$ cat config.mk
export PLATFORM = sky130hd
export DESIGN_NAME = kpn_split_ctrl
export DESIGN_NICKNAME = d
export VERILOG_FILES = /design/src/rtl/kpn_split_ctrl.sv
export SDC_FILE = /design/constraint.sdc
export NUM_CORES = 1
export LEC_CHECK = 0
export CELL_PAD_IN_SITES_DETAIL_PLACEMENT = 2
export CELL_PAD_IN_SITES_GLOBAL_PLACEMENT = 2
export CORE_MARGIN = 2
export CORE_UTILIZATION = 24
export CTS_CLUSTER_DIAMETER = 40
export DETAILED_ROUTE_END_ITERATION = 7
export PLACE_DENSITY = 0.77
export REMOVE_ABC_BUFFERS = 1
export SYNTH_ARGS = -nofsm -noshare
export SYNTH_HDL_FRONTEND = slang
export SYNTH_SLANG_ARGS = --single-unit
$ cat constraint.sdc
create_clock -name clk -period 1.9 [get_ports clk]
set_input_delay 0.285 -clock clk [delete_from_list [all_inputs] [get_ports clk]]
set_output_delay 0.285 -clock clk [all_outputs]
set_load 0.02 [all_outputs]
$ cat src/rtl/kpn_split_ctrl.sv
// KPN split node sequencer: pops one token from the input channel FIFO and
// writes one copy to each of two output FIFOs under independent backpressure.
module kpn_split_ctrl #(
    parameter int unsigned DATA_WIDTH = 16
) (
    input  logic                  clk,
    input  logic                  rst,
    input  logic                  in_empty,
    output logic                  in_rd,
    input  logic [DATA_WIDTH-1:0] in_data,
    input  logic                  out1_full,
    output logic                  out1_wr,
    output logic [DATA_WIDTH-1:0] out1_data,
    input  logic                  out2_full,
    output logic                  out2_wr,
    output logic [DATA_WIDTH-1:0] out2_data,
    output logic                  busy,
    output logic [15:0]           token_count
);

    localparam int unsigned CNT_W = 16;

    typedef enum logic [1:0] {
        IDLE     = 2'd0,
        FETCH    = 2'd1,
        LATCH    = 2'd2,
        DISPATCH = 2'd3
    } state_t;

    state_t                state;
    logic [DATA_WIDTH-1:0] token_q;
    logic                  done1;
    logic                  done2;
    logic [CNT_W-1:0]      count_q;
    logic                  disp_c;
    logic                  exit_c;

    // Write strobes follow the full flags in the same cycle; reset suppresses them.
    assign disp_c  = (state == DISPATCH) && !rst;
    assign out1_wr = disp_c && !done1 && !out1_full;
    assign out2_wr = disp_c && !done2 && !out2_full;
    assign exit_c  = disp_c && (done1 || out1_wr) && (done2 || out2_wr);

    assign out1_data   = token_q;
    assign out2_data   = token_q;
    assign token_count = count_q;

    always_ff @(posedge clk) begin
        if (rst) begin
            state   <= IDLE;
            token_q <= '0;
            done1   <= 1'b0;
            done2   <= 1'b0;
            count_q <= '0;
            in_rd   <= 1'b0;
            busy    <= 1'b0;
        end else begin
            case (state)
                IDLE: begin
                    if (!in_empty) begin
                        state <= FETCH;
                        in_rd <= 1'b1;
                        busy  <= 1'b1;
                    end
                end
                FETCH: begin
                    state <= LATCH;
                    in_rd <= 1'b0;
                end
                LATCH: begin
                    token_q <= in_data;
                    done1   <= 1'b0;
                    done2   <= 1'b0;
                    state   <= DISPATCH;
                end
                DISPATCH: begin
                    if (out1_wr) done1 <= 1'b1;
                    if (out2_wr) done2 <= 1'b1;
                    // Both copies delivered: count the token and look for the next one.
                    if (exit_c) begin
                        count_q <= count_q + CNT_W'(1);
                        if (!in_empty) begin
                            state <= FETCH;
                            in_rd <= 1'b1;
                        end else begin
                            state <= IDLE;
                            busy  <= 1'b0;
                        end
                    end
                end
                default: begin
                    state <= IDLE;
                    in_rd <= 1'b0;
                    busy  <= 1'b0;
                end
            endcase
        end
    end

endmodule
# Word level (Yosys, flattened, before mapping)
# Index checks and enable logic that the tools add are counted.
[word_totals] wordCells=55 input_bits=21 reg_bits=38 output_inout_bits=52
[op_classes] reduce_logical=24 mux=15 n_addsub=1 n_eq_ne=8
[op_table] operator="$add A16 B1 Y16 const B" n=1
[op_table] operator="$ne A2 B2 Y1 const B" n=5
[op_table] operator="$reduce_and A2 Y1" n=5
[op_table] operator="$mux W1" n=8
[op_table] operator="$pmux W2 S4" n=1
[op_table] operator="$logic_and A1 B1 Y1" n=7
[op_table] operator="$pmux W1 S2" n=3
[op_table] operator="$logic_not A1 Y1" n=5
[op_table] operator="$eq A2 B2 Y1 const B" n=2
[op_table] operator="$mux W2" n=2
[op_table] operator="$reduce_and A4 Y1" n=1
[op_table] operator="$reduce_bool A2 Y1" n=2
[op_table] operator="$pmux W1 S3" n=1
[op_table] operator="$reduce_bool A3 Y1" n=1
[op_table] operator="$eq A2 B1 Y1 const B" n=1
[op_table] operator="$logic_not A2 Y1" n=1
[op_table] operator="$logic_or A1 B1 Y1" n=2

# Depth between registers and ports, before layout
# Gate-level depths: netlist (run 1).
[logic_depth] word_depth=9 depth_mapped=7 depth_no_buf=5

# Worst setup path before layout (run 1)
# OpenSTA, ideal clock, no wires.
[synth_timing] path_kind="register -> register" startpoint="reg state[1]" endpoint="reg count_q[9] (netlist: token_count[9])" required_time_ns=1.830 stages_incl_launch_ff=8 setup_time_ns=0.070 synth_period_minus_slack_ns=1.679 path_slack_ns=0.221 n_path_buf=2 t_arrival_ns=1.608 cell_sequence="dfxtp_1 ha_1 buf_4 and2b_1 nand4_1 clkbuf_1 or3_1 a21oi_1"
[synth_between] elab_chain_len=8 word_cells_on_any_way=11 classes_between="eq/ne (1); reduce/logical (10)"
[synth_lines] element="start, declared" line="30" text="state_t state;"
[synth_lines] element="start signal, assigned" line="50" text="state <= IDLE;"
[synth_lines] element="start signal, assigned" line="61" text="state <= FETCH;"
[synth_lines] element="start signal, assigned" line="67" text="state <= LATCH;"
[synth_lines] element="$eq A2 B2 Y1 (*)" line="39, 58"
[synth_lines] element="$logic_and A1 B1 Y1" line="39" text="assign disp_c = (state == DISPATCH) && !rst;"
[synth_lines] element="$logic_and A1 B1 Y1 (2 in a row)" line="40" text="assign out1_wr = disp_c && !done1 && !out1_full;"
[synth_lines] element="$logic_or A1 B1 Y1" line="42" text="assign exit_c = disp_c && (done1 || out1_wr) && (done2 || out2_wr);"
[synth_lines] element="$logic_and A1 B1 Y1 (2 in a row)" line="42"
[synth_lines] element="$reduce_and A2 Y1 (no source line) (*)"
[synth_lines] element="end signal, assigned" line="81" text="count_q <= count_q + CNT_W'(1);"
[synth_lines] element="end, declared" line="34" text="logic [CNT_W-1:0] count_q;"
# Every way passes the cells marked *; elsewhere a longest branch is shown, timed or not.
# A chain may end at the register's enable or synchronous reset.

# Worst setup path in the final report (run 1)
[layout_timing] startpoint="reg state[0]" endpoint="reg count_q[13] (netlist: token_count[13])"
# Same word-level chain as after synthesis.

==> run_results.csv, run 1 <==
group,metric,value,unit
grt,overflow,0,
synth,asyncSetResetFlopFracSynth,0,%
final_layout,areaGrowthSynthToFinish,49.6,%
routing,drc,0,
floorplanning,floorplan.die.width,90.2,um
grt,grt_antenna_before_repair,0,
setup_path,timing.critical_path.required,2.12,ns
sta,final_max_slew_viol_count,0,
routing,drt-wirelength-per-cell,14.0,um
setup_path,setup.worst_path.start_class,"flip-flop",
sta,final_setup_violation_count,0,
grt,grt_start_max_net_pins,23,
synth,synth.yosys.seq_area_share,42.7,%
routing,route.detailed.vias_per_inst,4.58,
power,peakVddDrop,380,uV
routing,antenna_violating_nets_post_route,0,
sta,post-route-min-period,1.82,ns
clocking,tritoncts,"done",
setup_path,cpPeakStageDelay,0.50,ns
setup_path,crit_path_cell_trace,"ha_2 > and2b_1 > nand4_1 > buf_4 > or4_1 > a21oi_1",
clocking,numClockSinks,38,
place,gp_congestion,0.735,
sta,totalNegativeSetupSlack,0,ns
final_layout,share_of_post_route_cells_with_drive_strength_above_1,10.5,%
floorplanning,floorplan.rows,31,
final_layout,sequential_cell_area_in_the_final_layout,762,um2
setup_path,arrival,2.03,ns
status,outcome,"completed",
synth,synth_edf_count,0,
synth,synth_top_area_cell,"dfxtp_1",
setup_path,cp_top_family,"simple AND/OR/NAND/NOR gates",
final_layout,most_common_cell_after_layout_fill_and_taps_aside,"clkdlybuf4s50_1",
clocking,cts-root-buf,"clkbuf_8",
place,dpl_worst_slack,-0.169,ns
synth,mappedNetlistArea,0.00178,mm2
worst_hold_path,worst_hold_path_type,"reg2reg",
sta,max-slew-margin-rel,81.1,%
final_layout,antenna_cells,0,
synth,postSynthAreaPerCell,9.09,um2
setup_path,critical_path_class,"reg2reg",
synth,synth_cell_type_count,33,
synth,fraction_of_synthesized_cell_area_taken_by_the_top_area_cell_type,42.7,%
power,static_power_due_to_leakage,0.922,nW
routing,drtIter0Drc,19,
clocking,hold_buffer_count_at_cts,0,
floorplanning,core_area,0.00721,mm2
final_layout,final_nets,292,
grt,wire_length_of_the_first_global_routing_pass,8620,um
setup_path,cp-startpoint,"state[0]$_SDFFE_PP0P_",
clocking,cts-buffers-inserted,5,
sta,fin_crit_sh,95.6,%
setup_path,crit_path_end_kind,"flip-flop",
routing,detailroute.via_count,1672,
place,hpwlAfterDp,3700,um
floorplanning,die_area,0.00813,mm2
clocking,cts-root-to-sink-buffers,2,
sta,worst_clock_skew,0.0106,ns
sta,final_critical_path_setup_slack,0.0845,ns
place,numPlacedInstances,356,
setup_path,worstReg2RegStart,"state[0]$_SDFFE_PP0P_",
final_layout,fillers,816,
setup_path,critical_path_cell_count,6,
floorplanning,start_util,24.7,%
floorplanning,die_height,90.2,um
sta,worstMarginPinSlew,0.283,ns
setup_path,reg2reg_to,"token_count[13]$_SDFFE_PP0P_",
setup_path,worst-r2r-cell-count,6,
synth,synth.top_cells.by_area,"dfxtp_1 43%, mux2i_1 10%, buf_4 7.2%",
routing,detail_route.wirelength,5100,um
grt,grtUsageTotal,13.0,%
sta,achievable-frequency,0.551,GHz
setup_path,path_max_fanout,7,
setup_path,slowest_stage,"or4_1",
clocking,clock_insertion_delay_worst_skew,0.29,ns
final_layout,layout.cells.most_common_list,"70 x clkdlybuf4s50_1, 37 x dfxtp_1, 20 x nor2_1",
synth,flops_latches_synth,38,
synth,yosys_warning_total,0,
final_layout,multi_input_comb_area,822,um2
clocking,cts_max_level,2,
synth,synth_ff_type,"dfxtp_1",
grt,grt_pass1_vias,1817,
routing,drt_first_pass_iters,4,
sta,finalHoldViolations,0,
setup_path,worst-r2r-setup-slack,0.08,ns
setup_path,path_buf_inv,1,
final_layout,final_cell_count_no_fill,365,
place,numPortBuffers,72,
setup_path,setup.worst_path.end,"token_count[13]$_SDFFE_PP0P_",
job,cap_viol_max_count,0,
synth,synthesis.instances,196,
power,p_per_area,911,mW/mm2
clocking,cts.clk_slew.worst_paths,0.08,ns
floorplanning,top_level_ports,73,
power,p_total,0.00243,W
## area by class of cell
class                      count  share of cell area (%)
clock buffer                   6                    2.72
clock inverter                 1                   0.282
inverter                       8                    1.13
multi-input combinational    124                    30.8
sequential                    38                    28.6
tap                           99                    4.65
timing repair buffer          89                    31.8
## state kept, by name, indices dropped and copies added, names as in the netlist
register and flops:
done1 1, done2 1, out1_data 16, in_rd 1, token_count 16, state 2, busy 1
## worst register-to-register path, cell delays in order, from the launching register on
cell     delay (ns)
dfxtp_2        0.37
ha_2           0.24
and2b_1        0.21
nand4_1        0.11
buf_4          0.17
or4_1          0.50
a21oi_1        0.15
## cell usage after synthesis (2+ instances only)
cell type / n
dfxtp_1: 38
nor2_1: 20
mux2i_1: 18
a21oi_1: 17
buf_4: 17
o21ai_0: 10
inv_1: 8
or3_1: 8
nand2b_1: 6
ha_1: 5
nand3_1: 5
nand4_1: 5
o31ai_1: 5
or4_1: 5
clkbuf_1: 4
nand2_1: 4
a221oi_1: 2
buf_1: 2
buf_2: 2
nor3_1: 2
## routing by layer
layer | up-vias | track usage, % | wire, um
met5 | - | 0 | 0
met4 | 0 | 4.23 | 63
met3 | 5 | 4.19 | 300
met2 | 56 | 21.3 | 2440
met1 | 806 | 16.0 | 2300
li1 | 805 | - | -
## through the flow
stage,util (%),cell area [um2],hold WS (ns)
after floorplan,-,1610,0.354
after global placement,35.6,2570,0.473
after detailed placement,35.6,2570,0.475
after CTS,36.7,2650,0.491
after global routing,36.9,2670,0.521
final,36.9,2670,0.479
## power by group
part	leakage (nW)	internal [W]	switching (W)
Combinational	0.576	0.000453	0.000444
Sequential	0.308	0.000904	0.0000851
Clock	0.0373	0.000252	0.000291
Total	0.922	0.00161	0.000820
## cell families (layout without fill, tap and decap cells)
logic type / Yosys count / in the layout / synth area share, %
compound gates: 38 / 38 / 12.5
xor+xnor: 2 / 2 / 0.983
fa+ha+maj: 5 / 5 / 3.51
buf+inv: 34 / 104 / 11.3
flops: 38 / 38 / 42.7
mux: 18 / 18 / 10.1
simple gates: 61 / 61 / 18.9
## timing repair
action,CTS,global route
gates resized for setup,3,2
gates cloned,0,1
setup endpoints to repair,6,11
setup buffers,0,1
pin swaps,0,2
## worst min-delay path by stage
stage	startpoint	end	slack, ns	cells after the start
floorplan	rst	done2$_SDFFE_PP0P_	0.35	1
global placement	in_rd$_SDFFE_PP0P_	in_rd$_SDFFE_PP0P_	0.47	2
detailed placement	in_rd$_SDFFE_PP0P_	in_rd$_SDFFE_PP0P_	0.48	2
CTS	in_rd$_SDFFE_PP0P_	in_rd$_SDFFE_PP0P_	0.49	2
global route	in_rd$_SDFFE_PP0P_	in_rd$_SDFFE_PP0P_	0.52	2
finish	in_rd$_SDFFE_PP0P_	in_rd$_SDFFE_PP0P_	0.48	2
No activity file was read; power rests on OpenSTA's default activity.
==> run 2, diff against run 1 <==
- ABC_AREA: default -> 1
- CORE_UTILIZATION: 24 -> 23
==> run 2 against run 1 <==
Final area up 3.4%. Via count up 16%. Critical path depth down 5. Worst hold slack worse by 0.029 ns. Clock skew down 0.0031 ns. Final cell count up 18%. Clock power down 1%. Combinational power up 55%. Setup slack better by 0.093 ns.
==> run_results.csv, run 2 <==
group,metric,value,unit
status,outcome,"completed",
routing,detailroute.via_count,1944,
final_layout,areaGrowthSynthToFinish,43.4,%
grt,grt_pass1_vias,2144,
synth,synth_simple_gate_area_share,30.6,%
setup_path,cp_top_family,"buffers and inverters",
setup_path,reg2reg_to,"token_count[8]$_SDFFE_PP0P_",
synth,yosys.area_share.adder,3.26,%
sta,finalHoldViolations,0,
floorplanning,start_util,23.5,%
sta,totalNegativeSetupSlack,0,ns
grt,grt_start_max_net_pins,18,
worst_hold_path,holdPathStages,2,
sta,final_max_slew_viol_count,0,
grt,wire_length_of_the_first_global_routing_pass,9980,um
setup_path,crit_path_cell_trace,"clkdlybuf4s50_1",
grt,overflow,0,
sta,achievable-frequency,0.581,GHz
floorplanning,die_height,95.4,um
floorplanning,core_area,0.00818,mm2
floorplanning,top_level_ports,73,
synth,synth_ff_type,"dfxtp_1",
place,gp_congestion,0.772,
routing,detail_route.wirelength,6080,um
clocking,cts_max_level,2,
worst_hold_path,hold_crit_start,"in_rd$_SDFFE_PP0P_",
grt,grt_antenna_before_repair,0,
synth,synth_compound_gate_area_share,12.0,%
sta,max-slew-margin-rel,77.0,%
setup_path,worst-r2r-cell-count,7,
final_layout,final_util,33.7,%
synth,asyncSetResetFlopFracSynth,0,%
routing,drtIter0Drc,28,
synth,yosys_warning_total,0,
place,dpl-instance-area,0.00268,mm2
place,hpwlAfterDp,4720,um
setup_path,cpPeakStageDelay,0.66,ns
sta,post-route-min-period,1.72,ns
synth,synthesis.instances,262,
setup_path,crit_path_end_kind,"output pin",
routing,drt-wirelength-per-cell,14.1,um
setup_path,worst-r2r-setup-slack,0.31,ns
place,numPortBuffers,72,
synth,netlist_top_cells_count,"53 x nor2_1, 41 x nand2_1, 38 x dfxtp_1",
grt,grtUsageTotal,13.9,%
sta,worstMarginPinSlew,0.343,ns
job,cap_viol_max_count,0,
worst_hold_path,min_delay_worst_endpoint,"in_rd$_SDFFE_PP0P_",
final_layout,most_common_cell_after_layout_fill_and_taps_aside,"clkdlybuf4s50_1",
setup_path,path_max_fanout,7,
clocking,numClockSinks,38,
synth,flops_latches_synth,38,
power,static_power_due_to_leakage,1.07,nW
synth,largest_family_of_logic_cells_by_synthesized_area,"simple AND/OR/NAND/NOR gates",
synth,synth_cell_type_count,30,
routing,route.detailed.vias_per_inst,4.50,
setup_path,path_buf_inv,1,
synth,mappedNetlistArea,0.00192,mm2
synth,fraction_of_synthesized_cell_area_taken_by_the_top_area_cell_type,39.6,%
synth,postSynthAreaPerCell,7.34,um2
floorplanning,floorplan.die.width,95.4,um
final_layout,antenna_cells,0,
setup_path,critical_path_class,"reg2out",
synth,synth_top_area_cell,"dfxtp_1",
worst_hold_path,worst_hold_path_type,"reg2reg",
final_layout,final_nets,353,
floorplanning,die_area,0.00910,mm2
floorplanning,floorplan.rows,33,
clocking,cts.clk_slew.worst_paths,0.08,ns
synth,synth.top_cells.by_area,"dfxtp_1 40%, nor2_1 10%, nand2_1 8.0%",
power,p_per_area,1080,mW/mm2
setup_path,worstReg2RegStart,"token_count[0]$_SDFFE_PP0P_",
clocking,cts-buffers-inserted,5,
setup_path,slowest_stage,"clkdlybuf4s50_1",
synth,post_synth_mux_area_share,0,%
routing,drt_first_pass_iters,4,
synth,synth.yosys.seq_area_share,39.6,%
setup_path,setup.worst_path.start_class,"flip-flop",
clocking,cts-root-to-sink-buffers,2,
synth,most_frequent_cell_after_synthesis,"nor2_1",
clocking,cts-root-buf,"clkbuf_8",
final_layout,finalInstanceArea,0.00276,mm2
power,peakVddDrop,475,uV
sta,final_setup_violation_count,0,
sta,worst_clock_skew,0.00751,ns
routing,drc,0,
setup_path,arrival,1.44,ns
routing,antenna_violating_nets_post_route,0,
clocking,hold_buffer_count_at_cts,0,
final_layout,layout.cells.most_common_list,"70 x clkdlybuf4s50_1, 53 x nor2_1, 41 x nand2_1",
synth,synth_edf_count,0,
sta,grt_setup_unrepaired,"no",
setup_path,timing.critical_path.required,1.62,ns
clocking,clock_insertion_delay_worst_skew,0.29,ns
sta,fin_crit_sh,90.7,%
clocking,tritoncts,"done",
final_layout,share_of_post_route_cells_with_drive_strength_above_1,10.7,%
synth,synth-xor-area-share,0.456,%
[run 2: worst max-delay path by stage]
stage                                           start              to  slack, ns  cells after the start
after floorplan                 state[0]$_SDFFE_PP0P_         out1_wr       0.31                      5
after global placement                            rst         out2_wr      -0.28                      5
after detailed placement                          rst         out1_wr      -0.30                      5
after CTS                       state[0]$_SDFFE_PP0P_         out2_wr      0.006                      6
after global routing            state[0]$_SDFFE_PP0P_         out1_wr       0.06                      6
final                     token_count[2]$_SDFFE_PP0P_  token_count[2]       0.18                      1
[run 2: area by class of cell]
cell class,count,area [um2]
Clock buffer,5,68.8
Sequential cell,38,761
Multi-Input combinational cell,174,900
Fill cell,969,5420
Inverter,27,106
Tap cell,105,131
Timing Repair Buffer,81,778
Clock inverter,2,10.0
[run 2: logic make-up (layout without fill, tap and decap cells)]
family / after synthesis / in the layout
and+or+nand+nor: 125 / 125
buffers and inverters: 50 / 115
AOI/OAI and AO/OA: 43 / 43
DFF: 38 / 38
adders and majority gates: 5 / 5
xor gates and xnor gates: 1 / 1
[run 2: worst reg2reg max path: stages (launching register included)]
cell and delay [ns]:
dfxtp_1 0.44, ha_1 0.28, nand3_2 0.11, or2_1 0.28, nor3_4 0.18, nand2_1 0.07, nand2_1 0.07, nor2_1 0.05
[run 2: routing by layer]
layer | GRT usage, % | vias to the layer above | routed length (um)
met2 | 26.4 | 49 | 3210
met3 | 3.64 | 4 | 297
met1 | 15.4 | 943 | 2540
met4 | 2.86 | 0 | 31
li1 | - | 948 | -
met5 | 0 | - | 0
[run 2: per-stage QoR]
stage          setup slack [ns]  power (W)  hold WS, ns  instances
2_1_floorplan             0.310    0.00173        0.354        239
5_1_grt                  0.0590    0.00320        0.490        432
6_report                  0.178    0.00299        0.450        432
3_3_place_gp             -0.282    0.00244        0.438        425
4_1_cts                 0.00554    0.00306        0.457        432
3_5_place_dp             -0.303    0.00248        0.442        425
[run 2: repair_timing]
action | in CTS | in global routing
buffers inserted | 0 | 0
endpoints found under the setup margin | 2 | 2
resized for setup | 7 | 4
pin swaps | 0 | 0
endpoints found under the hold margin | 0 | 0
[run 2: power breakdown]
group	internal (W)	total [W]	switching [W]
clock network	0.000247	0.000535	0.000288
logic	0.000621	0.00139	0.000767
registers	0.000954	0.00106	0.000109
total	0.00182	0.00299	0.00116
